===== src/rtl/riscv_hazard_ctrl.sv =====
// riscv_hazard_ctrl: 5-stage RV32I hazard unit. It handles forwarding, load-use stalls, redirect flushes and variable-latency memory waits.
// Optional saturating stall/flush counters are built when RISCV_HAZARD_PERF_CNT_EN is defined.
module riscv_hazard_ctrl #(
    parameter int REG_ADDR_W = 5,
    parameter int MAX_WAIT   = 16,
    parameter int CNT_W      = 16
) (
    input  logic                  i_clk,
    input  logic                  i_rstn,
    input  logic [REG_ADDR_W-1:0] i_hazard_rs1_addr_d,
    input  logic [REG_ADDR_W-1:0] i_hazard_rs2_addr_d,
    input  logic [REG_ADDR_W-1:0] i_hazard_rs1_addr_e,
    input  logic [REG_ADDR_W-1:0] i_hazard_rs2_addr_e,
    input  logic [REG_ADDR_W-1:0] i_hazard_rd_addr_e,
    input  logic                  i_hazard_load_e,
    input  logic [1:0]            i_hazard_src_pc,
    input  logic [REG_ADDR_W-1:0] i_hazard_rd_addr_m,
    input  logic                  i_hazard_reg_wr_en_m,
    input  logic [REG_ADDR_W-1:0] i_hazard_rd_addr_w,
    input  logic                  i_hazard_reg_wr_en_w,
    input  logic                  i_hazard_mem_req_m,
    input  logic                  i_hazard_mem_ready,
    output logic [1:0]            o_hazard_forward_ae,
    output logic [1:0]            o_hazard_forward_be,
    output logic                  o_hazard_stall_f,
    output logic                  o_hazard_stall_d,
    output logic                  o_hazard_stall_e,
    output logic                  o_hazard_stall_m,
    output logic                  o_hazard_flush_d,
    output logic                  o_hazard_flush_e,
    output logic                  o_hazard_flush_w,
    output logic                  o_hazard_mem_wait,
    output logic                  o_hazard_timeout,
    output logic [CNT_W-1:0]      o_hazard_perf_stall_cnt,
    output logic [CNT_W-1:0]      o_hazard_perf_flush_cnt
);
    typedef enum logic {RUN, MEM_WAIT} state_t;
    localparam logic [7:0] WAIT_MAX = 8'(MAX_WAIT);
    localparam logic [7:0] WAIT_TO  = 8'(MAX_WAIT - 1);
    state_t     state, state_next;
    logic [7:0] wait_cnt, wait_cnt_next;
    logic       lwstall, redirect, memwait;

    assign lwstall  = i_hazard_load_e && (i_hazard_rd_addr_e != '0) &&
                      (i_hazard_rs1_addr_d == i_hazard_rd_addr_e || i_hazard_rs2_addr_d == i_hazard_rd_addr_e);
    assign redirect = i_hazard_src_pc != 2'b00;
    assign memwait  = i_hazard_mem_req_m && !i_hazard_mem_ready;

    always_comb begin
        o_hazard_forward_ae = (i_hazard_rs1_addr_e != '0 && i_hazard_rs1_addr_e == i_hazard_rd_addr_m && i_hazard_reg_wr_en_m) ? 2'b10 :
                              (i_hazard_rs1_addr_e != '0 && i_hazard_rs1_addr_e == i_hazard_rd_addr_w && i_hazard_reg_wr_en_w) ? 2'b01 : 2'b00;
        o_hazard_forward_be = (i_hazard_rs2_addr_e != '0 && i_hazard_rs2_addr_e == i_hazard_rd_addr_m && i_hazard_reg_wr_en_m) ? 2'b10 :
                              (i_hazard_rs2_addr_e != '0 && i_hazard_rs2_addr_e == i_hazard_rd_addr_w && i_hazard_reg_wr_en_w) ? 2'b01 : 2'b00;
        // A memory wait freezes everything and masks load-use/redirect until the access completes.
        o_hazard_stall_f = memwait || lwstall;
        o_hazard_stall_d = memwait || lwstall;
        o_hazard_stall_e = memwait;
        o_hazard_stall_m = memwait;
        o_hazard_flush_d = !memwait && redirect;
        o_hazard_flush_e = !memwait && (lwstall || redirect);
        o_hazard_flush_w = memwait;
    end

    always_comb begin
        state_next    = memwait ? MEM_WAIT : RUN;
        wait_cnt_next = !memwait ? 8'd0 :
                        (state == RUN) ? 8'd1 :
                        (wait_cnt == WAIT_MAX) ? wait_cnt : wait_cnt + 8'd1;
    end

    always_ff @(posedge i_clk or negedge i_rstn) begin
        if (!i_rstn) begin
            state            <= RUN;
            wait_cnt         <= '0;
            o_hazard_timeout <= 1'b0;
        end else begin
            state    <= state_next;
            wait_cnt <= wait_cnt_next;
            if (memwait && wait_cnt == WAIT_TO)
                o_hazard_timeout <= 1'b1;
        end
    end

    assign o_hazard_mem_wait = state == MEM_WAIT;

`ifdef RISCV_HAZARD_PERF_CNT_EN
    always_ff @(posedge i_clk or negedge i_rstn) begin
        if (!i_rstn) begin
            o_hazard_perf_stall_cnt <= '0;
            o_hazard_perf_flush_cnt <= '0;
        end else begin
            if (o_hazard_stall_f && !(&o_hazard_perf_stall_cnt))
                o_hazard_perf_stall_cnt <= o_hazard_perf_stall_cnt + 1'b1;
            if ((o_hazard_flush_d || o_hazard_flush_e) && !(&o_hazard_perf_flush_cnt))
                o_hazard_perf_flush_cnt <= o_hazard_perf_flush_cnt + 1'b1;
        end
    end
`else
    assign o_hazard_perf_stall_cnt = '0;
    assign o_hazard_perf_flush_cnt = '0;
`endif
endmodule


===== config.mk =====
export PLATFORM = sky130hd
export DESIGN_NAME = riscv_hazard_ctrl
export DESIGN_NICKNAME = d
export VERILOG_FILES = /design/src/rtl/riscv_hazard_ctrl.sv
export SDC_FILE = /design/constraint.sdc
export NUM_CORES = 1
export LEC_CHECK = 0
export CAP_MARGIN = 25
export CELL_PAD_IN_SITES_DETAIL_PLACEMENT = 1
export CELL_PAD_IN_SITES_GLOBAL_PLACEMENT = 2
export CORE_MARGIN = 4
export CORE_UTILIZATION = 32
export CTS_CLUSTER_DIAMETER = 100
export DETAILED_ROUTE_END_ITERATION = 10
export DONT_BUFFER_PORTS = 1
export GPL_TIMING_DRIVEN = 0
export PLACE_DENSITY_LB_ADDON = 0.1
export SLEW_MARGIN = 10
export SYNTH_ARGS = -nofsm -noshare
export SYNTH_HDL_FRONTEND = slang
export SYNTH_SLANG_ARGS = --single-unit

===== constraint.sdc =====
create_clock -name i_clk -period 1.7 [get_ports i_clk]
set_input_delay 0.255 -clock i_clk [delete_from_list [all_inputs] [get_ports i_clk]]
set_output_delay 0.255 -clock i_clk [all_outputs]
set_load 0.02 [all_outputs]

# ---- Word-level counts from Yosys, hierarchy flattened
# Cells that the tools add are included.
dict set report totals {
  register_bits 10
  out_inout_bits 45
  inputBits 44
  wordCells 44
}
dict set report classes {
  eq_ne 9
  reduce_logical 23
  addsub 1
  muxes 8
}
# op count
set ops {}
lappend ops {{$eq 5x5->1} 6}
lappend ops {{$mux 8} 3}
lappend ops {{$reduce_bool 5->1} 3}
lappend ops {{$logic_and 1x1->1} 14}
lappend ops {{$add 8x1->8 const B} 1}
lappend ops {{$eq 8x4->1 const B} 1}
lappend ops {{$eq 8x5->1 const B} 1}
lappend ops {{$mux 2} 2}
lappend ops {{$logic_or 1x1->1} 3}
lappend ops {{$mux 1} 3}
lappend ops {{$ne 3x3->1 const B} 1}
lappend ops {{$logic_not 1->1} 2}
lappend ops {{$reduce_bool 2->1} 1}

# ---- Depth between registers and ports, before layout
dict set report logic_depth {
  ltp_word 5
  ltp_mapped 5
  mapped_depth_nobuf 5
}

# ---- Worst setup path before layout
# OpenSTA, ideal clock, no wires.
dict set report synth_path {
  path_kind {input to output}
  from {input port i_hazard_rs1_addr_e[1]}
  to {output port o_hazard_forward_ae[0]}
  arrival_time_ns 1.498
  setup_slack_ns -0.053
  cell_stages 4
  path_cell_list {or4_4 nor2_4 nor4_2 nor4_2}
}
dict set report synth_between {
  elab_chain_len 5
  elab_cells_between_ends 9
}
# element line
set synth_lines {}
lappend synth_lines {{start: declaration} 12} ;# input logic [REG_ADDR_W-1:0] i_hazard_rs1_addr_e,
lappend synth_lines {{$eq 5x5->1 or $reduce_bool 5->1 (tied branches)} {51, 50}}
lappend synth_lines {{$logic_and 1x1->1 (2 in series)} 51} ;# (i_hazard_rs1_addr_e != '0 && i_hazard_rs1_addr_e == i_hazard_rd_addr_w && i_hazard_reg_wr_en_w) ? 2'b01 : 2'b ...
lappend synth_lines {{$mux 1} 51}
lappend synth_lines {{$mux 2 *} 50} ;# o_hazard_forward_ae = (i_hazard_rs1_addr_e != '0 && i_hazard_rs1_addr_e == i_hazard_rd_addr_m && i_hazard_reg_ ...
lappend synth_lines {{end: declaration} 23} ;# output logic [1:0] o_hazard_forward_ae,
# Every way passes the cells marked *; elsewhere a longest branch is shown, timed or not.

# ---- Worst setup path after layout
dict set report layout_path {
  from {input port i_hazard_rs2_addr_e[1]}
  to {output port o_hazard_forward_be[0]}
}
dict set report layout_between {
  elab_chain_len 5
  elab_cells_between_ends 9
}
# element line
set layout_lines {}
lappend layout_lines {{start: declaration} 13} ;# input logic [REG_ADDR_W-1:0] i_hazard_rs2_addr_e,
lappend layout_lines {{$eq 5x5->1 or $reduce_bool 5->1 (tied branches)} {53, 52}}
lappend layout_lines {{$logic_and 1x1->1 (2 in series)} 53} ;# (i_hazard_rs2_addr_e != '0 && i_hazard_rs2_addr_e == i_hazard_rd_addr_w && i_hazard_reg_wr_en_w) ? 2'b01 : 2'b ...
lappend layout_lines {{$mux 1} 53}
lappend layout_lines {{$mux 2 *} 52} ;# o_hazard_forward_be = (i_hazard_rs2_addr_e != '0 && i_hazard_rs2_addr_e == i_hazard_rd_addr_m && i_hazard_reg_ ...
lappend layout_lines {{end: declaration} 24} ;# output logic [1:0] o_hazard_forward_be,
# Marks and branches as above.

==> results by group <==
Status
  • Status: finished clean

Clock network
  • CTS tree: yes
  • Clock transition at the registers of the reported paths: 0.05 ns
  • Post-CTS Setup Bufs: 0
  • Clk buf depth: 2
  • Clock root cell: clkbuf_8
  • TritonCTS sink count: 10
  • Clk_lat worst skew: around 0.24 ns
  • H-tree depth: 1
  • Total CTS buffers: 3

Timing
  • Clock skew: between 0.0015 and 0.002 ns
  • Share of the clock period used by the worst path: a little over nine tenths
  • Unrepaired setup endpoints after global routing: no
  • Worst-margin pin slew: 0.766 ns
  • # setup viols final: 0
  • Fin crit period: roughly 1.7 ns
  • Final Max Tran Viols: 0
  • Worst slew margin: between 40% and 50%
  • Hold Vio Cnt, Final: 0
  • Fmax: roughly 600 MHz

Worst setup path
  • Startpoint class of the critical path: input pin
  • CP max FO: 3
  • CP max stage cell: or4_4
  • Critical path data required time: 1.44 ns
  • Crit path cell chain: or4_4 > nor2_4 > nor4_2 > nor4_4
  • CP endpoint kind: output pin
  • CP max stage delay: 0.53 ns
  • Critical path arrival: 1.41 ns
  • Crit path kind: in -> out

Place
  • Post-placement cell count: around 210
  • PortBufs: 0
  • GP Congestion: approximately 0.75
  • Hpwl dp: between 2 and 3 mm

Layout
  • Final Non-Filler Cells: roughly 220
  • Nets@finish: ~220
  • Synth-to-Final Area Change: 22.7%
  • Share of layout cells above drive strength 1: 29.7%
  • Fill cell count: approximately 440
  • Ant. Diodes: 0

Die
  • I/O Pins: approximately 90
  • Die area: 4740 um2
  • Core area: between 3000 and 4000 um2
  • Die W: a little under 70 um
  • Row count: 21
  • Initial Util: 34.4%
  • Die height: around 69 um

Synthesis
  • Mapped Cells: 136
  • Post-synth cell types: 26
  • Sequential share of the synthesized area: a little over a fifth
  • Yosys reg bits: 10
  • Avg Cell Area, Syn: 8.70 um2
  • Netlist Area Pre-Place: between 1000 and 1500 um2
  • Yosys warnings: 0

GRT
  • GRT Residual Overflow: 0
  • Initial antenna violation count: 0
  • Vias in the first global route: 1031
  • First-pass GRT wire length: 4.54 mm
  • Largest net degree at the start of global routing: 11
  • GRT Util Overall: ~13%

Power and ir drop
  • Total Power: between 800 and 900 uW
  • Max rail drop VDD: between 0.15 and 0.2 mV
  • PwrDens: approximately 560 nW/um2
  • Pleak: 0.682 nW

Route
  • Remaining DRCs: 0
  • DR pass1 iterations: 4
  • Via count: between 900 and 1000
  • Initial drt markers: 25
  • Post-DR wirelength/cell: 13.9 um
  • DRT antenna net count: 0
  • Post-Route WL: just over 3 mm
  • DR vias/cell: around 4.3

Run
  • Maxcap violations: 0

Hold path
  • HP Class: in -> reg
## repair_timing
item	4_1_cts	5_1_grt
pin swaps	2	0
endpoints found under the hold margin	10	0
hold buffers	1	0
resized for setup	2	2
endpoints found under the setup margin	3	1
## placed cells by master (no fill, tap or decap), types with 2 or more instances in the layout
cell type	n
nor2_1	10
clkbuf_8	4
nor4_2	2
nand3_1	2
nor2_4	2
nand2b_1	2
conb_1	32
nor4_4	2
nor3_1	3
ha_1	2
dfrtp_1	10
nand4_1	6
nand2_1	4
xnor2_1	18
buf_4	35
o21ai_2	2
inv_1	4
a21oi_1	2
or4_4	2
xor2_1	18
## per-layer routing
metal	routed length, um	track usage [%]	up-vias
li1	-	-	455
met1	1080	13.5	433
met2	1610	23.5	51
met3	342	5.51	2
met4	10	2.19	0
met5	0	0	-
## metrics by stage
| step | cell area [um2] | utilization, % | setup slack, ns | hold WS, ns | setup TNS (ns) |
|---|---|---|---|---|---|
| floorplan | 1320 | - | 0.0254 | -0.0406 | 0 |
| global placement | 1380 | 39.9 | -0.0429 | -0.0403 | -0.0585 |
| detailed placement | 1380 | 39.9 | -0.107 | -0.0403 | -0.131 |
| CTS | 1440 | 41.9 | 0.0203 | 0.303 | 0 |
| global route | 1450 | 42.2 | 0.00234 | 0.334 | 0 |
| finish | 1450 | 42.2 | 0.0399 | 0.293 | 0 |
## registers in the layout (all words and copies together), names as in the netlist
name,flops
wait_cnt,8
o_hazard_timeout,1
o_hazard_mem_wait,1
## where the power goes
| part | internal [mW] | switching [mW] | leakage, nW |
|---|---|---|---|
| registers | 0.241 | 0.00560 | 0.138 |
| clock network | 0.204 | 0.101 | 0.0288 |
| logic | 0.114 | 0.145 | 0.516 |
## cell families (layout without fill, tap and decap cells)
| kind of cell | Yosys count | in the layout | share of synthesized area (%) |
|---|---|---|---|
| flip-flops | 10 | 10 | 21.1 |
| adder cells (fa/ha/maj) | 2 | 2 | 2.11 |
| buffers and inverters | 39 | 44 | 23.5 |
| AND/OR/NAND/NOR | 39 | 39 | 21.4 |
| AO/OA/AOI/OAI | 8 | 8 | 4.12 |
| XOR/XNOR | 36 | 36 | 26.6 |
| multiplexers | 1 | 1 | 0.846 |
| other | 1 | 32 | 0.317 |
## Yosys cell counts, drive strengths merged
cell type | count | area share [%]
and4 | 1 | 0.74
a22oi | 1 | 0.63
or4 | 3 | 2.5
and3 | 1 | 0.53
nand3b | 1 | 0.63
xor2 | 18 | 13
a21oi | 2 | 0.85
nor4 | 4 | 4.2
ha | 2 | 2.1
o21ai | 3 | 1.3
nand4 | 6 | 3.2
a31o | 1 | 0.74
xnor2 | 18 | 13
buf | 35 | 22
nand2 | 4 | 1.3
nand3 | 2 | 0.85
nor3 | 3 | 1.3
conb | 1 | 0.32
o31ai | 1 | 0.63
mux2i | 1 | 0.85
nand2b | 2 | 1.1
nor2 | 12 | 5.1
dfrtp | 10 | 21
inv | 4 | 1.3
## area by class of cell
cell class | count | area, um2 | area share, %
plain buffers | 35 | 263 | 18.1
clock buffers | 4 | 55.1 | 3.79
repair buffers | 1 | 10.0 | 0.689
inverters | 4 | 15.0 | 1.03
flip-flops and latches | 10 | 250 | 17.2
well taps | 46 | 57.6 | 3.96
multi-input cells | 118 | 802 | 55.2
## final timing paths
check	from	slack, ns	cells after the start	end
max in group asynchronous	i_rstn	0.97	1	wait_cnt[7]$_DFFE_PN0P_
hold reg to reg	wait_cnt[7]$_DFFE_PN0P_	0.56	2	wait_cnt[7]$_DFFE_PN0P_
hold / removal	i_hazard_mem_req_m	0.29	2	wait_cnt[0]$_DFFE_PN0P_
setup reg to reg	wait_cnt[5]$_DFFE_PN0P_	0.29	4	wait_cnt[0]$_DFFE_PN0P_
setup / recovery	i_hazard_rs2_addr_e[1]	0.04	4	o_hazard_forward_be[0]
min in group asynchronous	i_rstn	0.41	1	wait_cnt[3]$_DFFE_PN0P_
## worst max-delay path, delay by kind of cell
family | cells | cell delay, ns
simple gates | 4 | 1.15
(Power assumes the default switching activity.)
